[src/rtl/seq_pkg.sv]
// Shared encodings for the accumulator-datapath instruction sequencer:
// opcodes, register selects, ALU codes, write-back sources and FSM states.
package seq_pkg;

  localparam logic [2:0] OP_ADD = 3'b000;
  localparam logic [2:0] OP_SUB = 3'b001;
  localparam logic [2:0] OP_DIV = 3'b010;
  localparam logic [2:0] OP_MUL = 3'b011;
  localparam logic [2:0] OP_MC  = 3'b100;
  localparam logic [2:0] OP_HLT = 3'b101;
  localparam logic [2:0] OP_MR  = 3'b110;
  localparam logic [2:0] OP_MW  = 3'b111;

  localparam logic [1:0] SEL_REG_A = 2'b00;
  localparam logic [1:0] SEL_REG_B = 2'b01;
  localparam logic [1:0] SEL_ACC   = 2'b10;
  localparam logic [1:0] SEL_ZERO  = 2'b11;

  localparam logic [3:0] ALU_NONE = 4'b0000;
  localparam logic [3:0] ALU_ADD  = 4'b1000;
  localparam logic [3:0] ALU_SUB  = 4'b0100;
  localparam logic [3:0] ALU_MUL  = 4'b0010;
  localparam logic [3:0] ALU_DIV  = 4'b0001;

  localparam logic WB_ALU = 1'b0;
  localparam logic WB_MEM = 1'b1;

  typedef enum logic [2:0] {
    ST_FETCH    = 3'd0,
    ST_EXEC     = 3'd1,
    ST_MEM_WAIT = 3'd2,
    ST_CLEAR    = 3'd3,
    ST_HALT     = 3'd4
  } state_e;

  typedef struct packed {
    logic [2:0]  opcode;
    logic [1:0]  src;
    logic [1:0]  dest;
    logic [24:0] imm;
  } inst_t;

  // A load into the ZERO code has no real register behind it, so it lands in acc.
  function automatic logic [1:0] load_target(input logic [1:0] dest);
    logic [1:0] sel;
    case (dest)
      SEL_REG_A: sel = SEL_REG_A;
      SEL_REG_B: sel = SEL_REG_B;
      default:   sel = SEL_ACC;
    endcase
    return sel;
  endfunction

endpackage

[src/rtl/seq_decode.sv]
// Combinational field decode: opcode/src/dest to ALU operation, operand
// selects and the load write target.
module seq_decode
  import seq_pkg::*;
(
  input  logic [2:0] opcode,
  input  logic [1:0] src,
  input  logic [1:0] dest,
  output logic [3:0] alu_op,
  output logic       b_zero,
  output logic [1:0] rd_sel,
  output logic [1:0] ld_sel
);

  // ALU operation code for the four arithmetic opcodes; everything else idles the ALU.
  always_comb begin
    alu_op = ALU_NONE;
    case (opcode)
      OP_ADD:  alu_op = ALU_ADD;
      OP_SUB:  alu_op = ALU_SUB;
      OP_DIV:  alu_op = ALU_DIV;
      OP_MUL:  alu_op = ALU_MUL;
      default: alu_op = ALU_NONE;
    endcase
  end

  assign b_zero = (src == SEL_ZERO);
  assign rd_sel = src;
  assign ld_sel = load_target(dest);

endmodule

[src/rtl/instr_sequencer.sv]
// Multi-cycle control FSM: fetches one instruction per handshake and drives
// register-bank, ALU and data-memory control lines cycle by cycle.
module instr_sequencer
  import seq_pkg::*;
#(
  parameter int PC_W      = 8,
  parameter int ADDR_W    = 25,
  parameter int MEM_WORDS = 256
) (
  input  logic              CLK,
  input  logic              RST,
  input  logic              inst_valid,
  input  logic [31:0]       inst,
  output logic              inst_ready,
  output logic [PC_W-1:0]   pc,
  output logic [1:0]        rb_rd_sel,
  output logic              rb_wr_en,
  output logic [1:0]        rb_wr_sel,
  output logic              wb_src,
  output logic [3:0]        alu_op,
  output logic              alu_b_zero,
  output logic [ADDR_W-1:0] mem_addr,
  output logic              mem_rd,
  input  logic              mem_rd_valid,
  output logic              mem_wr,
  output logic              mem_wdata_zero,
  output logic              halted,
  output logic              retire
);

  state_e            state_r;
  logic [PC_W-1:0]   pc_r;
  inst_t             ir_r;
  logic [ADDR_W-1:0] clr_cnt_r;

  logic [3:0]        dec_alu_op_s;
  logic              dec_b_zero_s;
  logic [1:0]        dec_rd_sel_s;
  logic [1:0]        dec_ld_sel_s;
  logic [ADDR_W-1:0] imm_addr_s;
  logic              clr_last_s;

  seq_decode u_decode (
    .opcode (ir_r.opcode),
    .src    (ir_r.src),
    .dest   (ir_r.dest),
    .alu_op (dec_alu_op_s),
    .b_zero (dec_b_zero_s),
    .rd_sel (dec_rd_sel_s),
    .ld_sel (dec_ld_sel_s)
  );

  assign imm_addr_s = ADDR_W'(ir_r.imm);
  assign clr_last_s = (clr_cnt_r == ADDR_W'(MEM_WORDS - 1));
  assign pc         = RST ? {PC_W{1'b0}} : pc_r;

  // State, program counter, instruction register and clear counter.
  always_ff @(posedge CLK) begin
    if (RST) begin
      state_r   <= ST_FETCH;
      pc_r      <= {PC_W{1'b0}};
      ir_r      <= inst_t'(32'h0000_0000);
      clr_cnt_r <= {ADDR_W{1'b0}};
    end else begin
      case (state_r)
        ST_FETCH: begin
          if (inst_valid) begin
            ir_r    <= inst_t'(inst);
            pc_r    <= pc_r + PC_W'(1'b1);
            state_r <= ST_EXEC;
          end
        end
        ST_EXEC: begin
          case (ir_r.opcode)
            OP_MR:   state_r <= ST_MEM_WAIT;
            OP_MC: begin
              clr_cnt_r <= {ADDR_W{1'b0}};
              state_r   <= ST_CLEAR;
            end
            OP_HLT:  state_r <= ST_HALT;
            default: state_r <= ST_FETCH;
          endcase
        end
        ST_MEM_WAIT: begin
          if (mem_rd_valid) begin
            state_r <= ST_FETCH;
          end
        end
        ST_CLEAR: begin
          if (clr_last_s) begin
            state_r <= ST_FETCH;
          end else begin
            clr_cnt_r <= clr_cnt_r + ADDR_W'(1'b1);
          end
        end
        ST_HALT: state_r <= ST_HALT;
        default: state_r <= ST_FETCH;
      endcase
    end
  end

  // Output decode from the registered state; the reset cycle forces every output low.
  always_comb begin
    inst_ready     = 1'b0;
    rb_rd_sel      = SEL_REG_A;
    rb_wr_en       = 1'b0;
    rb_wr_sel      = SEL_REG_A;
    wb_src         = WB_ALU;
    alu_op         = ALU_NONE;
    alu_b_zero     = 1'b0;
    mem_addr       = {ADDR_W{1'b0}};
    mem_rd         = 1'b0;
    mem_wr         = 1'b0;
    mem_wdata_zero = 1'b0;
    halted         = 1'b0;
    retire         = 1'b0;
    if (RST) begin
      inst_ready = 1'b0;
    end else begin
      case (state_r)
        ST_FETCH: inst_ready = 1'b1;
        ST_EXEC: begin
          case (ir_r.opcode)
            OP_ADD, OP_SUB, OP_DIV, OP_MUL: begin
              rb_rd_sel  = dec_rd_sel_s;
              alu_b_zero = dec_b_zero_s;
              alu_op     = dec_alu_op_s;
              wb_src     = WB_ALU;
              rb_wr_en   = 1'b1;
              rb_wr_sel  = SEL_ACC;
              retire     = 1'b1;
            end
            OP_MR: begin
              mem_addr = imm_addr_s;
              mem_rd   = 1'b1;
            end
            OP_MW: begin
              mem_addr       = imm_addr_s;
              mem_wr         = 1'b1;
              rb_rd_sel      = dec_rd_sel_s;
              mem_wdata_zero = dec_b_zero_s;
              retire         = 1'b1;
            end
            OP_HLT:  retire = 1'b1;
            default: retire = 1'b0;
          endcase
        end
        ST_MEM_WAIT: begin
          mem_addr = imm_addr_s;
          if (mem_rd_valid) begin
            wb_src    = WB_MEM;
            rb_wr_en  = 1'b1;
            rb_wr_sel = dec_ld_sel_s;
            retire    = 1'b1;
          end else begin
            rb_wr_en = 1'b0;
          end
        end
        ST_CLEAR: begin
          mem_wr         = 1'b1;
          mem_addr       = clr_cnt_r;
          mem_wdata_zero = 1'b1;
          retire         = clr_last_s;
        end
        ST_HALT: halted = 1'b1;
        default: inst_ready = 1'b0;
      endcase
    end
  end

endmodule

[config.mk]
export PLATFORM = sky130hd
export DESIGN_NAME = instr_sequencer
export DESIGN_NICKNAME = d
export VERILOG_FILES = /design/src/rtl/seq_pkg.sv /design/src/rtl/seq_decode.sv /design/src/rtl/instr_sequencer.sv
export SDC_FILE = /design/constraint.sdc
export NUM_CORES = 1
export LEC_CHECK = 0
export CAP_MARGIN = 20
export CORE_MARGIN = 4
export CORE_UTILIZATION = 50
export DETAILED_ROUTE_END_ITERATION = 8
export PLACE_DENSITY_LB_ADDON = 0.05
export SLEW_MARGIN = 30
export SYNTH_ARGS = -nofsm -noshare
export SYNTH_HDL_FRONTEND = slang
export SYNTH_SLANG_ARGS = --single-unit
[constraint.sdc]
create_clock -name CLK -period 3.4 [get_ports CLK]
set_input_delay 0.51 -clock CLK [delete_from_list [all_inputs] [get_ports CLK]]
set_output_delay 0.51 -clock CLK [all_outputs]
set_load 0.02 [all_outputs]
==> impl_metrics.yaml <==
clocking:
  cts_tree: "built"
  h-tree-depth: 3
  root_buffer: "clkbuf_8"
  numCtsBuffers: 9
  cts_buffer_depth: 2
  cts_sinks: 68
  clk_pin_slew_ns: 0.08
  post_cts_buffers: 0
  worstSkewPairLatency_ns: 0.34
pwr:
  leakage_nw: 1.56
  power.density_mw_per_mm2: 379
  ir_drop_mv: 0.194
  power_mw: 1.77
yosys:
  syn_nets: 512
  synth_edf_count: 0
  yosys_warnings: 0
  synth_cell_types: 53
  yosys_most_used_dff: "dfxtp_1"
  avgSynthCellArea_um2: 7.49
  synth_seq_area_share_pct: 38.3
  asyncSetResetFlopFracSynth_pct: 0
  synth.ff_latch_count: 68
  synth_cells: 474
  syn-cell-area_mm2: 0.00355
cells_and_area:
  final_util_pct: 68.4
  areaGrowthSynthToFinish_pct: 31.6
  finalNetCount: 582
  antenna_cells: 0
  layout_common_cells: "nand2_1 (86), clkdlybuf4s50_1 (83), dfxtp_1 (68)"
  fillCellCount: 600
  mostFrequentLayoutCell: "nand2_1"
  drive_gt1_share_pct: 7.29
floorplan:
  die_y_um: 92.3
  core-area_mm2: 0.00683
  rows: 30
  ioPinCount: 86
  start_util_pct: 52.0
  fp.dieW_um: 92.3
  dieArea_mm2: 0.00852
timing:
  period_minus_slack_ns: 3.14
  rsz0062_at_grt: "no"
  period_share_pct: 92.4
  maxSlewViolCount: 0
  worst_pin_slew_ns: 0.705
  tns_ns: 0
  max_freq_ghz: 0.318
  relSlewSlack_pct: 52.8
  skew_ns: 0.0102
  hold_viol: 0
  setup_viol: 0
route:
  via_per_inst: 5.72
  first_pass_iters: 5
  postRouteAntennaNets: 0
  vias: 3691
  drc: 0
  wl_per_cell_um: 15.3
  drt_iter0_markers: 251
  wl_um: 9870
worst_setup_path:
  path_buf_inv: 1
  worst-setup-path-type: "register to output pin"
  path_cells: "or4_1 -> or4_4 -> nor2_1 -> a21oi_1 -> nor2_1 -> dlygate4sd2_1"
  endpoint_kind: "output pin"
  cp_top_family: "simple AND/OR/NAND/NOR gates"
  worstPathMaxFanout: 8
  critPathMostFrequentCell: "nor2_1"
  r2r.worst_path.cells: 5
  cp.arrival_ns: 2.63
  regToRegSetupSlack_ns: 0.67
  crit-reg2reg-launch: "clr_cnt_r[8]$_SDFFE_PP0P_"
  critPathLaunchType: "register"
  crit_slowest_cell: "or4_4"
  slowest_delay_ns: 0.56
  cp.required_ns: 2.89
  cp-startpoint: "clr_cnt_r[8]$_SDFFE_PP0P_"
  rr_endpoint: "clr_cnt_r[18]$_SDFFE_PP0P_"
grt:
  top_usage_layer: "met2"
  track_usage_pct: 23.8
  grt_max_degree: 40
  grt_pass1_wl_um: 16500
  grt_antenna_before_repair: 0
  grt.overflow.total: 0
  grtUsageMet2_pct: 38.5
  grt_use_met3_pct: 4.59
  use_met1_pct: 31.7
  grt_pass1_vias: 3426
hold_path:
  hold_class: "register to register"
  hp-start: "imm_addr_s[23]$_SDFFE_PP0P_"
  holdPathEnd: "imm_addr_s[23]$_SDFFE_PP0P_"
  whs_path_depth: 2
placement:
  gp_congestion: 0.870
  port_buffers: 85
  hpwl_um: 6850
job:
  max_cap_viol_count: 0
run_status:
  status: "finished clean"
[worst max-delay path by stage]
stage	endpoint	slack, ns	cells past startpoint
finish	retire	0.26	6
global route	mem_addr[2]	0.09	7
CTS	mem_addr[1]	0.23	5
detailed placement	retire	0.35	6
global placement	retire	0.40	6
floorplan	mem_addr[10]	0.88	7
[area by class of cell]
type	count	area (µm²)	share of cell area, %
Clock buffer	10	138	2.94
Clock inverter	6	87.6	1.87
Inverter	8	30.0	0.642
Multi-Input combinational cell	363	2030	43.3
Sequential cell	68	1360	29.1
Tap cell	96	120	2.57
Timing Repair Buffer	94	912	19.5
[registers in the layout (all words and copies together), names as in the netlist]
register	flops
state_r	3
imm_addr_s	25
clr_cnt_r	25
ir_r	7
pc_r	8
[power breakdown]
part	internal [mW]	total, mW	switching, mW
clock	0.432	0.753	0.321
sequential	0.825	0.849	0.0239
combinational	0.0804	0.172	0.0918
[kinds of logic (layout without fill, tap and decap cells)]
kind of cell    after synthesis  in the layout  share of synthesized area (%)
simple gates                232            232                           31.9
compound gates              118            118                           21.1
flops                        68             68                           38.3
buf+inv                      43            118                           5.18
xor+xnor                      8              8                           1.97
mux                           3              3                          0.881
fa+ha+maj                     2              2                          0.704
[tightest hold or removal path: stages, from the launching register on]
cell	delay [ns]
dfxtp_1	0.31
nand2_1	0.05
a21oi_1	0.05
[synth_stat cells, drive strengths merged (3+ instances only)]
library cell / n / share of area, %
nand2: 88 / 9.4
dfxtp: 68 / 38
a21oi: 52 / 7.3
nor2: 46 / 4.9
clkbuf: 30 / 3.2
a22oi: 25 / 5.3
nand3: 15 / 2.1
a31oi: 12 / 2.1
nor2b: 12 / 2.1
nor3: 12 / 1.7
nand4: 11 / 1.9
inv: 8 / 0.85
or4: 8 / 1.8
o21ai: 7 / 1.3
xor2: 7 / 1.7
and2: 5 / 0.88
and3: 5 / 0.88
buf: 5 / 1.2
nand2b: 5 / 0.88
or3: 5 / 0.88
nor3b: 4 / 0.85
nor4: 4 / 0.70
a21boi: 3 / 0.63
nand4b: 3 / 0.74
o211ai: 3 / 0.63
o311ai: 3 / 0.74
[per-layer routing]
| layer | part of all wire [%] | up-vias | wire length [µm] |
|---|---|---|---|
| met4 | 1.3 | 0 | 124 |
| li1 | - | 1829 | - |
| met1 | 45 | 1738 | 4490 |
| met2 | 48 | 112 | 4740 |
| met3 | 5.2 | 12 | 516 |
| met5 | 0 | - | 0 |
[timing repair]
action / 4_1_cts / 5_1_grt
hold buffers: 0 / 0
resized for setup: 1 / 0
endpoints found under the setup margin: 1 / 0
[stage by stage]
stage | hold WS (ns) | worst slack, ns | instance area (µm²) | instances
final | 0.455 | 0.259 | 4670 | 645
after CTS | 0.458 | 0.233 | 4670 | 645
after detailed placement | 0.448 | 0.347 | 4450 | 629
after global routing | 0.470 | 0.0894 | 4670 | 645
after global placement | 0.443 | 0.400 | 4440 | 629
after floorplan | 0.432 | 0.881 | 3550 | 474
(Power assumes the default switching activity.)
